--- src/rtl/fetch_pkg.sv ---
// fetch_pkg: shared constants and types for the instruction fetch stage.
package fetch_pkg;
   localparam logic [31:0] PC_RESET_DEFAULT = 32'h8002_0000;
   typedef enum logic [1:0] {ACC_1W = 2'd0, ACC_4W = 2'd1, ACC_8W = 2'd2, ACC_16W = 2'd3} acc_size_t;
   localparam logic MEM_RD = 1'b1;
   localparam logic MEM_WR = 1'b0;
   typedef struct packed {
      logic [31:0] pc;
      logic [31:0] insn;
   } fetch_entry_t;
endpackage

--- src/rtl/fetch_buffer.sv ---
// fetch_buffer: 2-entry FIFO of {pc, insn} pairs between fetch and decode.
module fetch_buffer
   import fetch_pkg::*;
(
   input  logic         clk,
   input  logic         reset,
   input  logic         push,
   input  logic         pop,
   input  logic         flush,
   input  fetch_entry_t din,
   output fetch_entry_t head,
   output logic [1:0]   count
);
   fetch_entry_t e [2];
   logic rp, wp;
   assign head = e[rp];
   always_ff @(posedge clk or posedge reset)
      if (reset) begin
         e <= '{default: '0};
         rp <= 1'b0;
         wp <= 1'b0;
         count <= 2'd0;
      end else if (flush) begin
         rp <= 1'b0;
         wp <= 1'b0;
         count <= 2'd0;
      end else begin
         if (push) begin
            e[wp] <= din;
            wp <= ~wp;
         end
         if (pop) rp <= ~rp;
         count <= count + {1'b0, push} - {1'b0, pop};
      end
endmodule

--- src/rtl/fetch_unit.sv ---
// fetch_unit: PC, single-word read issue to memory and 2-entry delivery buffer to decode.
// At most two words are ever owed to decode (buffered plus in flight), so the buffer cannot overflow.
module fetch_unit
   import fetch_pkg::*;
#(
   parameter logic [31:0] PC_RESET = PC_RESET_DEFAULT
) (
   input  logic        clk,
   input  logic        reset,
   input  logic        stall,
   input  logic        redirect_valid,
   input  logic [31:0] redirect_pc,
   input  logic        mem_busy,
   input  logic [31:0] mem_data_in,
   output logic [31:0] mem_addr,
   output logic [31:0] mem_data_out,
   output logic [1:0]  mem_access_size,
   output logic        mem_rd_wr,
   output logic        mem_enable,
   output logic        insn_valid,
   output logic [31:0] insn,
   output logic [31:0] insn_pc
);
   logic [31:0] pc, tag;
   logic inflight, pop, issue;
   logic [1:0] count;
   fetch_entry_t head, cap;
   assign insn_valid = count != 2'd0;
   assign pop = insn_valid & ~stall;
   assign issue = ~reset & ~redirect_valid & ~mem_busy
                  & (({1'b0, count} - {2'b0, pop} + {2'b0, inflight}) < 3'd2);
   assign mem_addr = pc;
   assign mem_enable = issue;
   assign mem_data_out = 32'd0;
   assign mem_access_size = ACC_1W;
   assign mem_rd_wr = MEM_RD;
   assign cap = '{pc: tag, insn: mem_data_in};
   assign insn = head.insn;
   assign insn_pc = head.pc;
   // A response arriving in a redirect cycle belongs to the old path and is dropped.
   fetch_buffer u_buf (
      .clk(clk), .reset(reset), .push(inflight & ~redirect_valid), .pop(pop),
      .flush(redirect_valid), .din(cap), .head(head), .count(count)
   );
   always_ff @(posedge clk or posedge reset)
      if (reset) begin
         pc <= PC_RESET;
         tag <= 32'd0;
         inflight <= 1'b0;
      end else if (redirect_valid) begin
         pc <= redirect_pc & 32'hFFFF_FFFC;
         inflight <= 1'b0;
      end else begin
         inflight <= issue;
         if (issue) begin
            pc <= pc + 32'd4;
            tag <= pc;
         end
      end
endmodule

--- config.mk ---
export PLATFORM = sky130hd
export DESIGN_NAME = fetch_unit
export DESIGN_NICKNAME = d
export VERILOG_FILES = /design/src/rtl/fetch_pkg.sv /design/src/rtl/fetch_buffer.sv /design/src/rtl/fetch_unit.sv
export SDC_FILE = /design/constraint.sdc
export NUM_CORES = 1
export LEC_CHECK = 0
export ABC_AREA = 1
export CAP_MARGIN = 5
export CORE_MARGIN = 1.5
export CORE_UTILIZATION = 36
export CTS_BUF_LIST = sky130_fd_sc_hd__clkbuf_2 sky130_fd_sc_hd__clkbuf_4 sky130_fd_sc_hd__clkbuf_8
export CTS_CLUSTER_DIAMETER = 200
export DETAILED_ROUTE_END_ITERATION = 8
export HOLD_SLACK_MARGIN = 0.12
export SLEW_MARGIN = 40
export SYNTH_ARGS = -nofsm -noshare
export SYNTH_HDL_FRONTEND = slang
export SYNTH_SLANG_ARGS = --single-unit
--- constraint.sdc ---
create_clock -name clk -period 11.8 [get_ports clk]
set_input_delay 2.36 -clock clk [delete_from_list [all_inputs] [get_ports clk]]
set_output_delay 2.36 -clock clk [all_outputs]
set_load 0.05 [all_outputs]
# Word level (Yosys, flattened, before mapping)
# Cells that the tools add are included.
# word_totals
ff_bits	197
inputBits	69
output_inout_bits	133
wordCells	53
# op_classes
mux	14
n_addsub	5
n_bitwise	13
n_lt_le_gt_ge	4
n_reduce_logical	7
# ops
operator	n
64-bit 2-to-1 mux	4
128-bit bitwise mux	1
64-bit demux with 1-bit select	1
32-bit 2-to-1 mux	2
32-bit by 3-bit adder with 32-bit output, second input constant	1
2-bit nonzero test	4
1-bit NOT	6
1-bit bitwise AND	5
1-bit 2-to-1 mux	5
2-bit >= comparator, second input constant	2
1-bit NOT with 2-bit output	2
2-bit AND reduction	2
3-bit by 1-bit adder with 3-bit output	1
3-bit by 2-bit less-than comparator with 1-bit output, second input constant	1
2-bit by 1-bit subtractor with 3-bit output	1
2-bit by 1-bit adder with 2-bit output	1
2-bit by 1-bit less-than comparator with 1-bit output, second input constant	1
2-bit 2-to-1 mux	1
2-bit by 1-bit subtractor with 2-bit output	1
1-bit logical AND	1

# Longest topological paths before layout
# Gate-level depths: netlist (run 1).
# logic_depth
word_depth	8
depth_mapped	17
depth_no_buf	16

# By module
# A second synthesis (run 1) with hierarchy kept.
# hier_totals
hier_cells	1092
area_unflattened_um2	10003.3
# by_module_without_submodules
module	seq_area_each_um2	area_per_inst_um2	n_inst	cells_each
fetch_buffer	3303.2	6291.0	1	573
fetch_unit	1529.0	3712.3	1	519

# Least setup slack after synthesis (run 1)
# Ideal clock, no wire load.
# synth_timing
path_type	input -> output
from	input reset
to	output mem_enable
n_path_buf	2
t_required_ns	9.440
setup_slack_ns	2.035
arrival_ns	7.405
path_stages	7
cell_sequence	inv_1 nand2_1 nor2_1 nand2_2 buf_2 buf_2 inv_1
# synth_via
elab_chain_len	4
# synth_rtl
item	line	text
start, declared	fetch_unit.sv:9	input logic reset,
1-bit NOT	fetch_unit.sv:30	assign issue = ~reset & ~redirect_valid & ~mem_busy
1-bit bitwise AND (2 in series)	fetch_unit.sv:30	
1-bit bitwise AND	fetch_unit.sv:31	& (({1'b0, count} - {2'b0, pop} + {2'b0, inflight}) < 3'd2);
end, declared	fetch_unit.sv:19	output logic mem_enable,
# No other way between the ends.

# Worst setup path in the final report (run 1)
# layout_timing
from	input stall
to	output mem_enable
# layout_via
elab_chain_len	6
# layout_rtl
item	line	text
start, declared	fetch_unit.sv:10	input logic stall,
1-bit NOT	fetch_unit.sv:29	assign pop = insn_valid & ~stall;
1-bit bitwise AND	fetch_unit.sv:29	
2-bit by 1-bit subtractor with 3-bit output	fetch_unit.sv:31	
3-bit by 1-bit adder with 3-bit output	fetch_unit.sv:31	
3-bit by 2-bit less-than comparator with 1-bit output	fetch_unit.sv:31	
1-bit bitwise AND	fetch_unit.sv:31	
# No other way between the ends.

==> flow_metrics.tcl, run 1 <==
set metrics [dict create \
    status "finished clean" \
    route.detailed.drc 0 \
    num_rows 58 \
    antenna_found_initial 0 \
    powerDensity_nw_per_um2 239 \
    fin_tns_setup_ns 0 \
    yosysTopAreaCell "dfrtp_1" \
    setup_viol 0 \
    syn_to_final_growth_pct 22.1 \
    cp.required_ns 9.44 \
    crit_chain "clkdlybuf4s50_1 -> inv_1 -> nand2_1 -> inv_1 -> ha_1 -> inv_1 -> nand2_1 -> fa_1 -> nand2_1 -> nor2_1 -> nand2_2 -> inv_1 -> clkdlybuf4s50_1" \
    drt_iter0_drc 541 \
    yosys-top-cells-area "dfrtp_1, nand2_1, inv_1" \
    yosysWarnings 0 \
    post_cts_buffers 0 \
    syn_area_per_cell_um2 7.53 \
    ios 202 \
    drt_pass1_iterations 5 \
    max_freq_ghz 0.135 \
    hold_class "reg2reg" \
    core_um2 25300 \
    placed_cells 1677 \
    initial_core_util_pct 36.8 \
    total_power_mw 2.71 \
    postCtsHoldBufs 0 \
    die_h_um 164 \
    worst_pin_slew_ns 0.814 \
    postLayoutCellArea_um2 11400 \
    finalNetCount 1440 \
    rsz0062_at_grt "false" \
    synth_most_common_cell "nand2_1" \
    clk_pin_slew_ns 0.09 \
    finalClockSkew_ns 0.0120 \
    grt_pass1_vias 7136 \
    ant_nets 0 \
    leakage_nw 5.69 \
    portBuffers 160 \
    cap_violations 0 \
    synth_top_area_share_pct 50.2 \
    dpl_cell_area_um2 11000 \
    clock_sinks 189 \
    routedWlPerCell_um 13.3 \
    cts_buffer_depth 2 \
    fin_crit_ns 7.38 \
    cp_slowest_cell "clkdlybuf4s50_1" \
    overflow 0 \
    antenna_cells 0 \
    synthFlopType "dfrtp_1" \
    cts_tree "done" \
    drive_above_1_share_pct 4.35 \
    ir_worst_vdd_mv 0.117 \
    grt_pass1_wl_um 36800 \
    clock_latency_ns 0.46 \
    crit_fanout 3 \
    finalHoldViolCount 0 \
    period_share_pct 62.6 \
    numCtsBuffers 17 \
    max_stage_delay_ns 0.79 \
    yosysSeqAreaShare_pct 50.8 \
    syn_area_um2 9320 \
    synth-seq-cells 189 \
    utilization_pct 44.9 \
    finalNonFillerCells 1709 \
    endpoint_kind "output port" \
    detail_route.vias_per_cell 4.49 \
    synth.distinct_cells 28 \
    cp_common_cell "inv_1" \
    cts_resized 0 \
    die_w_um 164 \
    yosys-top-cells-count "nand2_1, dfrtp_1, inv_1" \
    h-tree-depth 4 \
    critPathLaunchType "input port" \
    dieArea_um2 26900 \
    drv_slew 0 \
    synth-edff-count 0 \
    critPathKind "in2out" \
    cts-root-buf "clkbuf_8" \
    dr_total_vias 7680 \
    grt_max_degree 125 \
    track_usage_pct 17.4 \
    synth_async_sr_flop_share_pct 100 \
    critPathArrivalTime_ns 5.02 \
    syn_inst 1238 \
    routabilityCongestion 0.865 \
    route.final.wire_length_um 22700 \
    dpl.hpwl_um 14900 \
    relSlewSlack_pct 45.8 \
]
[cell usage in the layout, fill, tap and decap left out, drive strengths merged]
cell type,n
clkdlybuf4s50,160
ha,4
nand3,74
conb,39
clkbuf,20
a21oi,14
dfrtp,187
inv,136
bufinv,2
nand3b,1
nand2,492
clkinvlp,3
o21ai,151
nand4,1
xnor2,1
nor2,73
or2,2
clkinv,5
buf,7
and2,1
xor2,3
dfstp,2
fa,1
[area by class of cell]
type                       count  area (µm²)
sequential                   189        4730
timing repair buffer         168        1680
clock inverter                13         138
multi-input combinational    857        3640
fill                        2622       14000
clock buffer                  19         255
inverter                     133         512
tap                          330         413
[worst max-delay path, delay by kind of cell]
family / cells / cell delay [ns]
simple gates: 5 / 0.42
buf+inv: 6 / 1.48
fa+ha+maj: 2 / 0.75
[registers in the layout (all words and copies together) (netlist names)]
name	count
u_buf.e	124
mem_addr	30
tag	30
u_buf.count	2
inflight	1
u_buf.rp	1
u_buf.wp	1
[per-layer routing]
layer / vias to the layer above / share of wire, % / GRT usage, %
met5: - / 0 / 0
li1: 3996 / - / -
met3: 11 / 3.9 / 3.08
met1: 3494 / 50 / 25.4
met4: 0 / 0.76 / 3.97
met2: 179 / 45 / 26.8
[where the power goes]
part	switching (mW)	leakage (nW)	internal [mW]	total (mW)
sequential	0.134	2.42	0.876	1.01
clock	0.234	0.196	0.197	0.431
combinational	0.868	3.08	0.403	1.27
[kinds of logic after synthesis]
family                     synth area share, %
xor gates and xnor gates                 0.376
other                                   0.0806
DFF                                       50.8
adders and majority gates                0.752
and+or+nand+nor                           27.3
AOI/OAI and AO/OA                         8.98
buffers and inverters                     11.7
[worst paths after layout]
| path | from | cells past startpoint | slack [ns] | to |
|---|---|---|---|---|
| worst max-delay path | stall | 13 | 4.42 | mem_enable |
| worst min-delay path | u_buf.e[42]$_DFFE_PP0P_ | 2 | 0.49 | u_buf.e[42]$_DFFE_PP0P_ |
| worst max register to register | u_buf.count[1]$_DFF_PP0_ | 16 | 8.49 | mem_addr[8]$_DFFE_PP0P_ |
| worst min register to register | u_buf.e[42]$_DFFE_PP0P_ | 2 | 0.49 | u_buf.e[42]$_DFFE_PP0P_ |
| max in group asynchronous | reset | 3 | 8.47 | u_buf.rp$_DFFE_PP0P_ |
| min in group asynchronous | reset | 2 | 2.34 | u_buf.e[76]$_DFFE_PP0P_ |
[per-stage QoR]
step	hold WS [ns]	worst slack, ns
after global routing	0.511	4.19
after detailed placement	0.468	4.39
after global placement	0.466	4.38
after floorplan	0.453	2.04
after CTS	0.494	4.39
final	0.489	4.42
Note: power is estimated with default switching activity, not from simulation.
==> run 2: changes to the inputs <==
==> constraint.sdc (replaced) <==
create_clock -name clk -period 6.1 [get_ports clk]
set_input_delay 1.22 -clock clk [delete_from_list [all_inputs] [get_ports clk]]
set_output_delay 1.22 -clock clk [all_outputs]
set_load 0.05 [all_outputs]
==> run 2 against run 1 <==
Count of clock-buffer cells in the layout up 3. Combinational power increased by 94%. Sequential share of layout area down 0.47 points. Final cell count up 0.29%. Worst setup slack got worse by 2.8 ns. Routed wire length decreased by 0.82%. Design area rose by 1.2%. Critical endpoint unchanged. Largest cell class unchanged.
==> flow_metrics.tcl, run 2 (synthesized netlist as in run 1, its figures left out) <==
set metrics [dict create \
    max_freq_ghz 0.224 \
    finalHoldViolCount 0 \
    clock_sinks 189 \
    portBuffers 160 \
    mostFrequentLayoutCells "nand2_1, dfrtp_1, clkdlybuf4s50_1" \
    die_w_um 164 \
    pre_cts_slack_ns 1.60 \
    route.final.wire_length_um 22600 \
    use_met2_pct 26.2 \
    total_power_mw 5.24 \
    dpl_cell_area_um2 11100 \
    hold_class "reg2reg" \
    cts_buffer_depth 2 \
    cts_tree "done" \
    h-tree-depth 4 \
    routabilityCongestion 0.891 \
    powerDensity_nw_per_um2 456 \
    postCtsHoldBufs 0 \
    clk_pin_slew_ns 0.09 \
    cts_resized 0 \
    crit_fanout 3 \
    detail_route.vias_per_cell 4.49 \
    whs_ns 0.488 \
    drt_iter0_drc 689 \
    critPathKind "in2out" \
    busiest_layer "met2" \
    cts-root-buf "clkbuf_8" \
    multi_input_area_um2 3640 \
    critPathLaunchType "input port" \
    dr_total_vias 7696 \
    leakage_nw 5.76 \
    relSlewSlack_pct 47.6 \
    finalClockSkew_ns 0.0125 \
    track_usage_pct 17.3 \
    core_um2 25300 \
    postLayoutCellArea_um2 11500 \
    syn_to_final_growth_pct 23.5 \
    utilization_pct 45.4 \
    grt_pass1_vias 7128 \
    endpoint_kind "output port" \
    fin_ws_ns 1.63 \
    dpl.hpwl_um 15300 \
    finalNonFillerCells 1714 \
    ir_worst_vdd_mv 0.201 \
    num-fill-cells 2634 \
    routedWlPerCell_um 13.2 \
    grt_pass1_wl_um 36800 \
    met1_usage_pct 25.7 \
    critPathArrivalTime_ns 3.25 \
    seq_area_um2 4730 \
    die_h_um 164 \
    num_rows 58 \
    route.detailed.drc 0 \
    drv_slew 0 \
    setup_viol 0 \
    drive_above_1_share_pct 4.77 \
    met3_usage_pct 3.21 \
    cp.required_ns 4.88 \
    cap_violations 0 \
    ios 202 \
    period_share_pct 73.3 \
    overflow 0 \
    top_register "u_buf.e" \
    fin_crit_ns 4.47 \
    finalNetCount 1445 \
    placed_cells 1681 \
    grt_max_degree 125 \
    rsz0062_at_grt "false" \
    initial_core_util_pct 36.8 \
    largest_reg_flops 124 \
    antenna_cells 0 \
    numCtsBuffers 17 \
    drt_pass1_iterations 5 \
    clock_latency_ns 0.46 \
    dieArea_um2 26900 \
    final_common_cell "nand2_1" \
    post_cts_buffers 0 \
    worst_pin_slew_ns 0.785 \
    fin_tns_setup_ns 0 \
    antenna_found_initial 0 \
    ant_nets 0 \
    status "finished clean" \
]
==> run 2: critical path: stages <==
cell and delay [ns]:
clkdlybuf4s50_1 0.46, inv_1 0.05, nand2_1 0.09, inv_1 0.06, ha_1 0.26, inv_1 0.05, nand2_1 0.05, fa_1 0.48
nand2_1 0.05, nor2_1 0.12, nand2_2 0.10, inv_1 0.11, buf_12 0.14
==> run 2: path summary, 6_finish.rpt <==
check | slack [ns] | depth (start not counted) | from | end
hold reg to reg | 0.49 | 2 | u_buf.e[34]$_DFFE_PP0P_ | u_buf.e[34]$_DFFE_PP0P_
setup / recovery | 1.63 | 13 | stall | mem_enable
max in group asynchronous | 4.16 | 4 | reset | mem_addr[31]$_DFFE_PP1P_
hold / removal | 0.49 | 2 | u_buf.e[34]$_DFFE_PP0P_ | u_buf.e[34]$_DFFE_PP0P_
setup reg to reg | 2.92 | 16 | u_buf.count[1]$_DFF_PP0_ | mem_addr[20]$_DFFE_PP0P_
min in group asynchronous | 1.22 | 3 | reset | u_buf.e[37]$_DFFE_PP0P_
==> run 2: power breakdown <==
| part | internal [mW] | total (mW) | switching [mW] |
|---|---|---|---|
| Sequential | 1.69 | 1.96 | 0.266 |
| Clock | 0.366 | 0.817 | 0.451 |
| Combinational | 0.793 | 2.47 | 1.67 |
| Total | 2.85 | 5.24 | 2.39 |
==> run 2: per-layer routing <==
metal	part of all wire (%)	vias up
met4	0.74	0
met2	45	177
met5	0	-
li1	-	4013
met3	4.3	15
met1	50	3491
==> run 2: final cells by class <==
| type | instances | share of cell area [%] |
|---|---|---|
| Clock buffer | 22 | 2.47 |
| Inverter | 133 | 4.41 |
| Sequential cell | 189 | 41.1 |
| Tap cell | 330 | 3.59 |
| Clock inverter | 10 | 0.913 |
| Multi-Input combinational cell | 857 | 31.7 |
| Timing Repair Buffer | 173 | 15.8 |
